--- config.mk ---
export PLATFORM = sky130hd
export DESIGN_NAME = mem_bist_ctrl
export DESIGN_NICKNAME = d
export VERILOG_FILES = /design/src/rtl/mem_bist_pkg.sv /design/src/rtl/mem_bist_patgen.sv /design/src/rtl/mem_bist_ctrl.sv
export SDC_FILE = /design/constraint.sdc
export NUM_CORES = 1
export LEC_CHECK = 0
export ABC_AREA = 1
export BUFFER_PORTS_ARGS = -buffer_cell sky130_fd_sc_hd__buf_2
export CORE_MARGIN = 2
export CORE_UTILIZATION = 45
export CTS_CLUSTER_SIZE = 14
export DETAILED_ROUTE_END_ITERATION = 16
export PLACE_DENSITY_LB_ADDON = 0.3
export SETUP_SLACK_MARGIN = 0.4
export SYNTH_ARGS = -nofsm -noshare
export SYNTH_HDL_FRONTEND = slang
export SYNTH_SLANG_ARGS = --single-unit
export TNS_END_PERCENT = 30
--- constraint.sdc ---
create_clock -name clk_i -period 1.61 [get_ports clk_i]
set_input_delay 0.322 -clock clk_i [delete_from_list [all_inputs] [get_ports clk_i]]
set_output_delay 0.322 -clock clk_i [all_outputs]
set_load 0.02 [all_outputs]
--- src/rtl/mem_bist_pkg.sv ---
// Shared types and constants for the memory BIST controller and its pattern generator.
package mem_bist_pkg;

    typedef enum logic [2:0] {
        IDLE  = 3'd0,
        WRITE = 3'd1,
        GAP   = 3'd2,
        READ  = 3'd3,
        DONE  = 3'd4
    } state_t;

    localparam logic [1:0] PAT_ADDR  = 2'd0;
    localparam logic [1:0] PAT_CHK   = 2'd1;
    localparam logic [1:0] PAT_NADDR = 2'd2;
    localparam logic [1:0] PAT_LFSR  = 2'd3;

    // Right-shifting Galois masks; bit k set means tap x^(k+1)
    localparam logic [63:0] LFSR_TAPS_4  = 64'h0000_0000_0000_000C;
    localparam logic [63:0] LFSR_TAPS_8  = 64'h0000_0000_0000_00B8;
    localparam logic [63:0] LFSR_TAPS_16 = 64'h0000_0000_0000_B400;
    localparam logic [63:0] LFSR_TAPS_32 = 64'h0000_0000_8020_0003;
    localparam logic [63:0] LFSR_TAPS_64 = 64'hD800_0000_0000_0000;

    function automatic logic [63:0] lfsr_taps(input int unsigned width);
        logic [63:0] taps;
        case (width)
            32'd4:   taps = LFSR_TAPS_4;
            32'd8:   taps = LFSR_TAPS_8;
            32'd16:  taps = LFSR_TAPS_16;
            32'd32:  taps = LFSR_TAPS_32;
            32'd64:  taps = LFSR_TAPS_64;
            default: taps = LFSR_TAPS_16;
        endcase
        return taps;
    endfunction

endpackage

--- src/rtl/mem_bist_patgen.sv ---
// Data pattern generator: combinational pattern from (sel, addr, lfsr) plus a loadable/steppable LFSR.
module mem_bist_patgen
    import mem_bist_pkg::*;
#(
    parameter int          WIDTH      = 16,
    parameter int          ADDR_WIDTH = 6,
    parameter logic [15:0] SEED       = 16'hACE1
) (
    input  logic                  clk_i,
    input  logic                  rst_i,
    input  logic [1:0]            sel,
    input  logic [ADDR_WIDTH-1:0] addr,
    input  logic                  load,
    input  logic                  step,
    output logic [WIDTH-1:0]      pattern
);
    localparam logic [WIDTH-1:0] SEED_W = WIDTH'(SEED);
    localparam logic [WIDTH-1:0] TAPS   = WIDTH'(lfsr_taps(WIDTH));
    localparam logic [WIDTH-1:0] CHK    = {(WIDTH/2){2'b10}};

    logic [WIDTH-1:0] lfsr_r;
    logic [WIDTH-1:0] lfsr_next_s;

    assign lfsr_next_s = lfsr_r[0] ? ({1'b0, lfsr_r[WIDTH-1:1]} ^ TAPS) : {1'b0, lfsr_r[WIDTH-1:1]};

    // LFSR state: reseeded at the start of each phase, advanced per completed transfer
    always_ff @(posedge clk_i) begin
        if (rst_i) begin
            lfsr_r <= {WIDTH{1'b0}};
        end else if (load) begin
            lfsr_r <= SEED_W;
        end else if (step) begin
            lfsr_r <= lfsr_next_s;
        end else begin
            lfsr_r <= lfsr_r;
        end
    end

    // Pattern selection for the current address
    always_comb begin
        pattern = {WIDTH{1'b0}};
        case (sel)
            PAT_ADDR:  pattern = WIDTH'(addr);
            PAT_CHK:   pattern = addr[0] ? ~CHK : CHK;
            PAT_NADDR: pattern = ~(WIDTH'(addr));
            PAT_LFSR:  pattern = lfsr_r;
            default:   pattern = {WIDTH{1'b0}};
        endcase
    end

endmodule

--- src/rtl/mem_bist_ctrl.sv ---
// Memory BIST master: writes a pattern over an address range, reads it back and reports mismatches.
// Define MEM_BIST_TIMEOUT_EN to enable the per-transfer ready timeout.
module mem_bist_ctrl
    import mem_bist_pkg::*;
#(
    parameter int          WIDTH      = 16,
    parameter int          DEPTH      = 64,
    parameter int          ADDR_WIDTH = $clog2(DEPTH),
    parameter logic [15:0] SEED       = 16'hACE1,
    parameter int          TIMEOUT    = 32
) (
    input  logic                  clk_i,
    input  logic                  rst_i,
    input  logic                  start_i,
    input  logic [ADDR_WIDTH-1:0] s_loc_i,
    input  logic [ADDR_WIDTH:0]   no_of_loc_i,
    input  logic [1:0]            pattern_sel_i,
    output logic                  valid_o,
    output logic                  wr_rd_o,
    output logic [ADDR_WIDTH-1:0] addr_o,
    output logic [WIDTH-1:0]      wdata_o,
    input  logic [WIDTH-1:0]      rdata_i,
    input  logic                  ready_i,
    output logic                  busy_o,
    output logic                  done_o,
    output logic                  pass_o,
    output logic [ADDR_WIDTH:0]   err_cnt_o,
    output logic [ADDR_WIDTH-1:0] first_err_addr_o,
    output logic                  timeout_o
);
    localparam int                    CNT_W     = ADDR_WIDTH + 1;
    localparam logic [CNT_W-1:0]      DEPTH_C   = CNT_W'(DEPTH);
    localparam logic [ADDR_WIDTH-1:0] LAST_ADDR = ADDR_WIDTH'(DEPTH - 1);

    state_t                state_r;
    logic [ADDR_WIDTH-1:0] addr_r, s_loc_r, first_err_r, addr_inc_s;
    logic [CNT_W-1:0]      count_r, remain_r, err_cnt_r, n_clamped_s;
    logic [1:0]            sel_r;
    logic                  valid_r, wr_rd_r, busy_r, done_r, pass_r, timeout_r;
    logic                  handshake_s, last_s, mismatch_s, tmo_hit_s, pat_load_s;
    logic [WIDTH-1:0]      pat_s;

    assign handshake_s = valid_r & ready_i;
    assign last_s      = (remain_r == CNT_W'(1));
    assign mismatch_s  = (rdata_i != pat_s);
    assign addr_inc_s  = (addr_r == LAST_ADDR) ? {ADDR_WIDTH{1'b0}} : addr_r + ADDR_WIDTH'(1);
    assign n_clamped_s = (no_of_loc_i > DEPTH_C) ? DEPTH_C : no_of_loc_i;
    assign pat_load_s  = ((state_r == IDLE) & start_i) | (state_r == GAP);

    mem_bist_patgen #(
        .WIDTH      (WIDTH),
        .ADDR_WIDTH (ADDR_WIDTH),
        .SEED       (SEED)
    ) u_patgen (
        .clk_i   (clk_i),
        .rst_i   (rst_i),
        .sel     (sel_r),
        .addr    (addr_r),
        .load    (pat_load_s),
        .step    (handshake_s),
        .pattern (pat_s)
    );

`ifdef MEM_BIST_TIMEOUT_EN
    localparam int               TMO_W   = $clog2(TIMEOUT + 1);
    localparam logic [TMO_W-1:0] TMO_MAX = TMO_W'(TIMEOUT - 1);

    logic [TMO_W-1:0] tmo_cnt_r;

    assign tmo_hit_s = valid_r & ~ready_i & (tmo_cnt_r == TMO_MAX);

    // Wait-cycle counter; restarts whenever no request is pending or a handshake completes
    always_ff @(posedge clk_i) begin
        if (rst_i) begin
            tmo_cnt_r <= {TMO_W{1'b0}};
        end else if (!valid_r || ready_i) begin
            tmo_cnt_r <= {TMO_W{1'b0}};
        end else if (tmo_cnt_r != TMO_MAX) begin
            tmo_cnt_r <= tmo_cnt_r + TMO_W'(1);
        end else begin
            tmo_cnt_r <= tmo_cnt_r;
        end
    end
`else
    logic unused_timeout_s;

    assign tmo_hit_s        = 1'b0;
    assign unused_timeout_s = (TIMEOUT > 0);
`endif

    // Main sequencer with registered handshake and status outputs
    always_ff @(posedge clk_i) begin
        if (rst_i) begin
            state_r     <= IDLE;
            addr_r      <= {ADDR_WIDTH{1'b0}};
            s_loc_r     <= {ADDR_WIDTH{1'b0}};
            first_err_r <= {ADDR_WIDTH{1'b0}};
            count_r     <= {CNT_W{1'b0}};
            remain_r    <= {CNT_W{1'b0}};
            err_cnt_r   <= {CNT_W{1'b0}};
            sel_r       <= 2'b00;
            valid_r     <= 1'b0;
            wr_rd_r     <= 1'b0;
            busy_r      <= 1'b0;
            done_r      <= 1'b0;
            pass_r      <= 1'b0;
            timeout_r   <= 1'b0;
        end else begin
            done_r <= 1'b0;
            case (state_r)
                IDLE: begin
                    if (start_i) begin
                        sel_r       <= pattern_sel_i;
                        s_loc_r     <= s_loc_i;
                        addr_r      <= s_loc_i;
                        count_r     <= n_clamped_s;
                        remain_r    <= n_clamped_s;
                        err_cnt_r   <= {CNT_W{1'b0}};
                        first_err_r <= {ADDR_WIDTH{1'b0}};
                        pass_r      <= 1'b0;
                        timeout_r   <= 1'b0;
                        busy_r      <= 1'b1;
                        if (n_clamped_s == {CNT_W{1'b0}}) begin
                            state_r <= DONE;
                        end else begin
                            state_r <= WRITE;
                            valid_r <= 1'b1;
                            wr_rd_r <= 1'b1;
                        end
                    end
                end
                WRITE, READ: begin
                    if (tmo_hit_s) begin
                        timeout_r <= 1'b1;
                        err_cnt_r <= {CNT_W{1'b1}};
                        valid_r   <= 1'b0;
                        wr_rd_r   <= 1'b0;
                        state_r   <= DONE;
                    end else if (handshake_s) begin
                        addr_r   <= addr_inc_s;
                        remain_r <= remain_r - CNT_W'(1);
                        // The read phase scores the word present in this handshake cycle
                        if (state_r == READ && mismatch_s) begin
                            if (err_cnt_r == {CNT_W{1'b0}}) begin
                                first_err_r <= addr_r;
                            end
                            if (err_cnt_r != {CNT_W{1'b1}}) begin
                                err_cnt_r <= err_cnt_r + CNT_W'(1);
                            end
                        end
                        if (last_s) begin
                            valid_r <= 1'b0;
                            wr_rd_r <= 1'b0;
                            state_r <= (state_r == WRITE) ? GAP : DONE;
                        end
                    end
                end
                GAP: begin
                    addr_r   <= s_loc_r;
                    remain_r <= count_r;
                    valid_r  <= 1'b1;
                    wr_rd_r  <= 1'b0;
                    state_r  <= READ;
                end
                DONE: begin
                    done_r  <= 1'b1;
                    busy_r  <= 1'b0;
                    pass_r  <= (err_cnt_r == {CNT_W{1'b0}});
                    state_r <= IDLE;
                end
                default: begin
                    valid_r <= 1'b0;
                    state_r <= IDLE;
                end
            endcase
        end
    end

    assign valid_o          = valid_r;
    assign wr_rd_o          = wr_rd_r;
    assign addr_o           = addr_r;
    assign wdata_o          = (state_r == WRITE) ? pat_s : {WIDTH{1'b0}};
    assign busy_o           = busy_r;
    assign done_o           = done_r;
    assign pass_o           = pass_r;
    assign err_cnt_o        = err_cnt_r;
    assign first_err_addr_o = first_err_r;
    assign timeout_o        = timeout_r;

endmodule

Word level (Yosys, flattened, before mapping)
Cells that the tools add are included.
- bits of input ports: 35
- register bits after elaboration: 65
- magnitude comparators: 1
- bitwise gates (word level): 6
- muxes and demuxes: 41
- equal/unequal tests: 18
- reduce and logical (&&, ||, !) cells: 19
- add/sub/neg operators: 3
- operator list (kind ; count):
    16-bit two-way mux ; 5
    16-bit one-hot mux with 4 select lines ; 1
    7-bit two-way mux ; 7
    6-bit two-way mux ; 7
    7-bit one-hot mux with 3 select lines ; 1
    5-bit AND reduction ; 4
    6-bit one-hot mux with 3 select lines ; 1
    16-bit != test ; 1
    6-bit NOT with 16-bit output ; 1
    3-bit two-way mux ; 5
    7-bit zero test ; 2
    2-bit != test, second input constant ; 7
    7-bit one-hot mux with 2 select lines ; 1
    6-bit one-hot mux with 2 select lines ; 1
    3-bit one-hot mux with 3 select lines ; 1
    7-bit by 1-bit adder with 7-bit output, second input constant ; 1
    7-bit by 1-bit == test with 1-bit output, second input constant ; 1
    7-bit > comparator, second input constant ; 1
    1-bit two-way mux ; 7
    7-bit != test, second input constant ; 1
    7-bit by 1-bit subtractor with 7-bit output, second input constant ; 1
    6-bit by 1-bit adder with 6-bit output, second input constant ; 1
    3-bit by 2-bit == test with 1-bit output, second input constant ; 2
    6-bit == test, second input constant ; 1
    19 further kinds ; 27

Depth between registers and ports, before layout
- depth in word-level cells: 7
- depth in mapped cells: 16
- depth with buffers taken out: 16

Modules after synthesis
A second synthesis with hierarchy kept.
- cell total of the unflattened synthesis: 611
- area, all modules: 3905.0 µm²
- modules (own cells, without submodules) (module ; instances ; sequential area each (µm²) ; area each (µm²) ; cells each):
    mem_bist_ctrl ; 1 ; 980.9 ; 3031.7 ; 470
    mem_bist_patgen ; 1 ; 320.3 ; 873.3 ; 141

Worst setup path after synthesis
No wires, ideal clock.
- path kind: register to output
- from: register state_r[0]
- to: output wdata_o[0]
- cell stages (with the launch flop): 8
- data arrival time: 1.541 ns
- path slack: -0.253 ns
- cell sequence: dfxtp_1 inv_1 nor2_2 inv_1 nor2_1 inv_2 clkbuf_1 a31oi_1
- longest elaborated chain between the ends: 2
- RTL lines (what ; RTL line ; RTL):
    start, declared ; mem_bist_ctrl.sv:35 ; state_t state_r;
    start signal, assigned ; mem_bist_ctrl.sv:154 ; state_r <= (state_r == WRITE) ? GAP : DONE;
    3-bit by 1-bit == test with 1-bit output ; mem_bist_ctrl.sv:182 ; assign wdata_o = (state_r == WRITE) ? pat_s : {WIDTH{1'b0}};
    16-bit two-way mux ; mem_bist_ctrl.sv:182 ;
    end, declared ; mem_bist_ctrl.sv:21 ; output logic [WIDTH-1:0] wdata_o,
Every way passes these cells.

Final worst setup path
- from: register sel_r[1]
- to: output wdata_o[2]
- longest elaborated chain between the ends: 3
- RTL lines (what ; RTL line ; RTL):
    start, declared ; mem_bist_ctrl.sv:38 ; logic [1:0] sel_r;
    start signal, assigned ; mem_bist_ctrl.sv:113 ; sel_r <= pattern_sel_i;
    2-bit == test (tied with other cells) ; mem_bist_patgen.sv:42 ; case (sel)
    16-bit one-hot mux with 4 select lines (*) ; mem_bist_patgen.sv:42 ;
    16-bit two-way mux (*) ; mem_bist_ctrl.sv:182 ;
Mark *: on every way between the ends. The rest lies on a longest branch, timed or not.

==> flow_metrics.py <==
metrics = {
    "placed_design": {
        "io_buffer_count": 74,
        "placedInstanceArea_mm2": 0.005040,
        "gp_congestion": 0.9614,
        "hpwl_um": 8642,
    },
    "timing": {
        "hold_viol": 0,
        "fmax_mhz": 528.9,
        "fin_crit_ns": 1.891,
        "finalCritPeriodShare": 1.174,
        "whs_ns": 0.2186,
        "post-route-worst-setup-slack_ns": -0.2808,
        "setup_viol": 41,
        "slew_violations": 0,
        "skew_ns": 0.02036,
        "rsz0062_at_grt": "yes",
    },
    "cells_and_area": {
        "final_cell_mix": "142 x nand2_1, 75 x buf_4, 61 x inv_1",
        "seq_area_mm2": 0.001325,
        "antennaDiodeCount": 0,
        "final_util": 0.7292,
        "fin_nets": 807,
        "final_area_mm2": 0.006052,
        "multi_input_comb_area_mm2": 0.002705,
        "layout-drive-gt1-share": 0.4080,
        "layout_commonest_cell": "nand2_1",
        "syn_to_final_growth_pct": 56.13,
        "nFillCells": 606,
    },
    "clock_network": {
        "htree_num_levels": 3,
        "root_buffer": "clkbuf_8",
        "clk_latency_ns": 0.36,
        "clk_pin_slew_ns": 0.07,
        "cts.sinks": 65,
        "max-clock-path-buffers": 2,
        "cts_tree": "yes",
        "cts_buffers": 9,
    },
    "power": {
        "peakVddDrop_mv": 0.9786,
        "p_leak_nw": 2.779,
        "powerDensity_mw_per_mm2": 1968,
        "finalPower_mw": 11.91,
    },
    "yosys": {
        "synth.net_count": 645,
        "synth_area_mm2": 0.003876,
        "ys_seq_elements": 65,
        "synth_area_per_cell_um2": 6.407,
        "postSynthCellCount": 605,
        "synth_warnings": 0,
        "ys_types": 39,
        "ys_seq_area_frac": 0.3357,
    },
    "critical_path": {
        "max_stage_delay_ns": 0.38,
        "worst_setup_path_start_kind": "flip-flop",
        "cp_slowest_cell": "dfxtp_4",
        "critical_path.max_fanout": 5,
        "path_cells": "buf_4 -> nor2_4 -> buf_12 -> nand2_2 -> nand2_2 -> buf_6 -> nor2_4 -> buf_6",
        "cp-end-kind": "output pin",
        "crit_required_ns": 1.29,
        "critPathTopFamily": "buffers and inverters",
        "cp.arrival_ns": 1.57,
        "critPathKind": "reg2out",
        "cp_num_buf_inv": 4,
    },
    "route": {
        "drt-vias-per-instance": 5.472,
        "drcViolationCount": 0,
        "drt_first_pass_iters": 5,
        "drtIter0Drc": 308,
        "post_drt_wl_per_cell_um": 15.54,
        "vias": 4799,
        "wl_um": 13630,
        "ant_nets": 0,
    },
    "floorplan": {
        "initial_core_util": 0.4671,
        "row_count": 33,
        "core_area_mm2": 0.008299,
        "die_area_mm2": 0.009372,
        "die_y_um": 96.81,
        "die_w_um": 96.81,
        "ios": 76,
    },
    "grt": {
        "overflow": 0,
        "grt_pass1_vias": 4301,
        "grt_pass1_wl_um": 20310,
        "grt_max_degree": 26,
        "grt_usage": 0.2612,
        "antenna_found_initial": 0,
    },
    "flow_run": {
        "maxCapViolCount": 0,
    },
    "worst_hold_path": {
        "hp-class": "in2reg",
    },
    "outcome": {
        "violations": "setup timing",
        "status": "finished with violations",
    },
}
-- synthesized netlist by cell type, drive strengths merged --
master | number | area share
a211oi | 2 | 0.0039
nand3 | 30 | 0.056
xnor2 | 2 | 0.0045
nor3 | 7 | 0.012
o22ai | 4 | 0.0065
a22oi | 4 | 0.0077
nand2 | 171 | 0.17
ha | 5 | 0.016
a31oi | 6 | 0.0097
buf | 8 | 0.015
nor2 | 73 | 0.076
o21ai | 44 | 0.061
a21oi | 57 | 0.074
nand3b | 8 | 0.015
inv | 76 | 0.074
a221oi | 4 | 0.0090
a41oi | 3 | 0.0068
clkbuf | 16 | 0.015
o211ai | 5 | 0.0097
conb | 1 | 0.00097
nand4 | 10 | 0.016
dfxtp | 65 | 0.34
or2 | 2 | 0.0032
clkinv | 1 | 0.00097
nor4 | 1 | 0.0016
-- worst paths after layout --
kind	start	end	slack (ns)	cells past startpoint
max	sel_r[1]$_SDFFE_PP0P_	wdata_o[2]	-0.28	8
min	s_loc_i[4]	s_loc_r[4]$_SDFFE_PP0P_	0.22	3
max reg2reg	sel_r[1]$_SDFFE_PP0P_	err_cnt_o[0]$_SDFFE_PP0P_	-0.27	14
min reg2reg	s_loc_r[4]$_SDFFE_PP0P_	s_loc_r[4]$_SDFFE_PP0P_	0.47	2
-- report_power, final --
| part | switching, mW | total [mW] | leakage, nW | internal, mW |
|---|---|---|---|---|
| clock network | 0.678 | 1.47 | 0.109 | 0.794 |
| registers | 0.495 | 2.68 | 0.540 | 2.19 |
| logic | 4.47 | 7.76 | 2.13 | 3.29 |
| total | 5.64 | 11.9 | 2.78 | 6.27 |
-- kinds of logic (layout without fill, tap and decap cells) --
group                    Yosys count  in the layout  share of synthesized area
XOR/XNOR                           2              2                   0.004520
adder cells (fa/ha/maj)            5              5                    0.01614
AO/OA/AOI/OAI                    129            129                     0.1875
AND/OR/NAND/NOR                  302            307                     0.3499
other                              1              1                  0.0009674
flip-flops                        65             65                     0.3357
buffers and inverters            101            263                     0.1052
-- layout make-up --
class	count	area share
Timing Repair Buffer	168	0.2218
Clock buffer	11	0.02502
Multi-Input combinational cell	444	0.4470
Tap cell	105	0.02171
Inverter	77	0.05127
Timing Repair inverter	2	0.005375
Sequential cell	65	0.2189
Clock inverter	5	0.008890
-- per-stage QoR --
stage          cells  TNS, ns  setup WS (ns)
3_3_place_gp     835   -3.363        -0.1868
4_1_cts          863   -5.805        -0.2313
5_1_grt          877   -11.57        -0.3961
6_report         877   -7.452        -0.2808
2_1_floorplan    605  -0.8947       -0.07524
3_5_place_dp     835   -4.991        -0.2530
-- tightest hold or removal path, delay by kind of cell --
family | cells | cell delay, ns
AND/OR/NAND/NOR | 1 | 0.05
buffers and inverters | 1 | 0.10
AO/OA/AOI/OAI | 1 | 0.05
-- flip-flops by register name (all words and copies together), names as in the netlist --
signal,count
state_r,3
first_err_addr_o,6
addr_o,6
pass_o,1
s_loc_r,6
wr_rd_o,1
done_o,1
count_r,7
err_cnt_o,7
valid_o,1
u_patgen.lfsr_r,16
remain_r,7
sel_r,2
busy_o,1
-- timing repair --
| item | 4_1_cts | 5_1_grt |
|---|---|---|
| resized for setup | 106 | 76 |
| setup endpoints to repair | 92 | 97 |
| pin swaps | 19 | 26 |
| gates cloned | 3 | 4 |
| hold buffers | 0 | 0 |
| buffers inserted | 9 | 10 |
-- per-layer routing --
metal  up-vias  GRT usage  share of wire
met5         -          0              0
met1      2262     0.3510           0.42
met3        30    0.04986          0.072
met4         0    0.07367          0.020
met2       203     0.4284           0.49
li1       2304          -              -
Power figures use the tool's default switching activity.
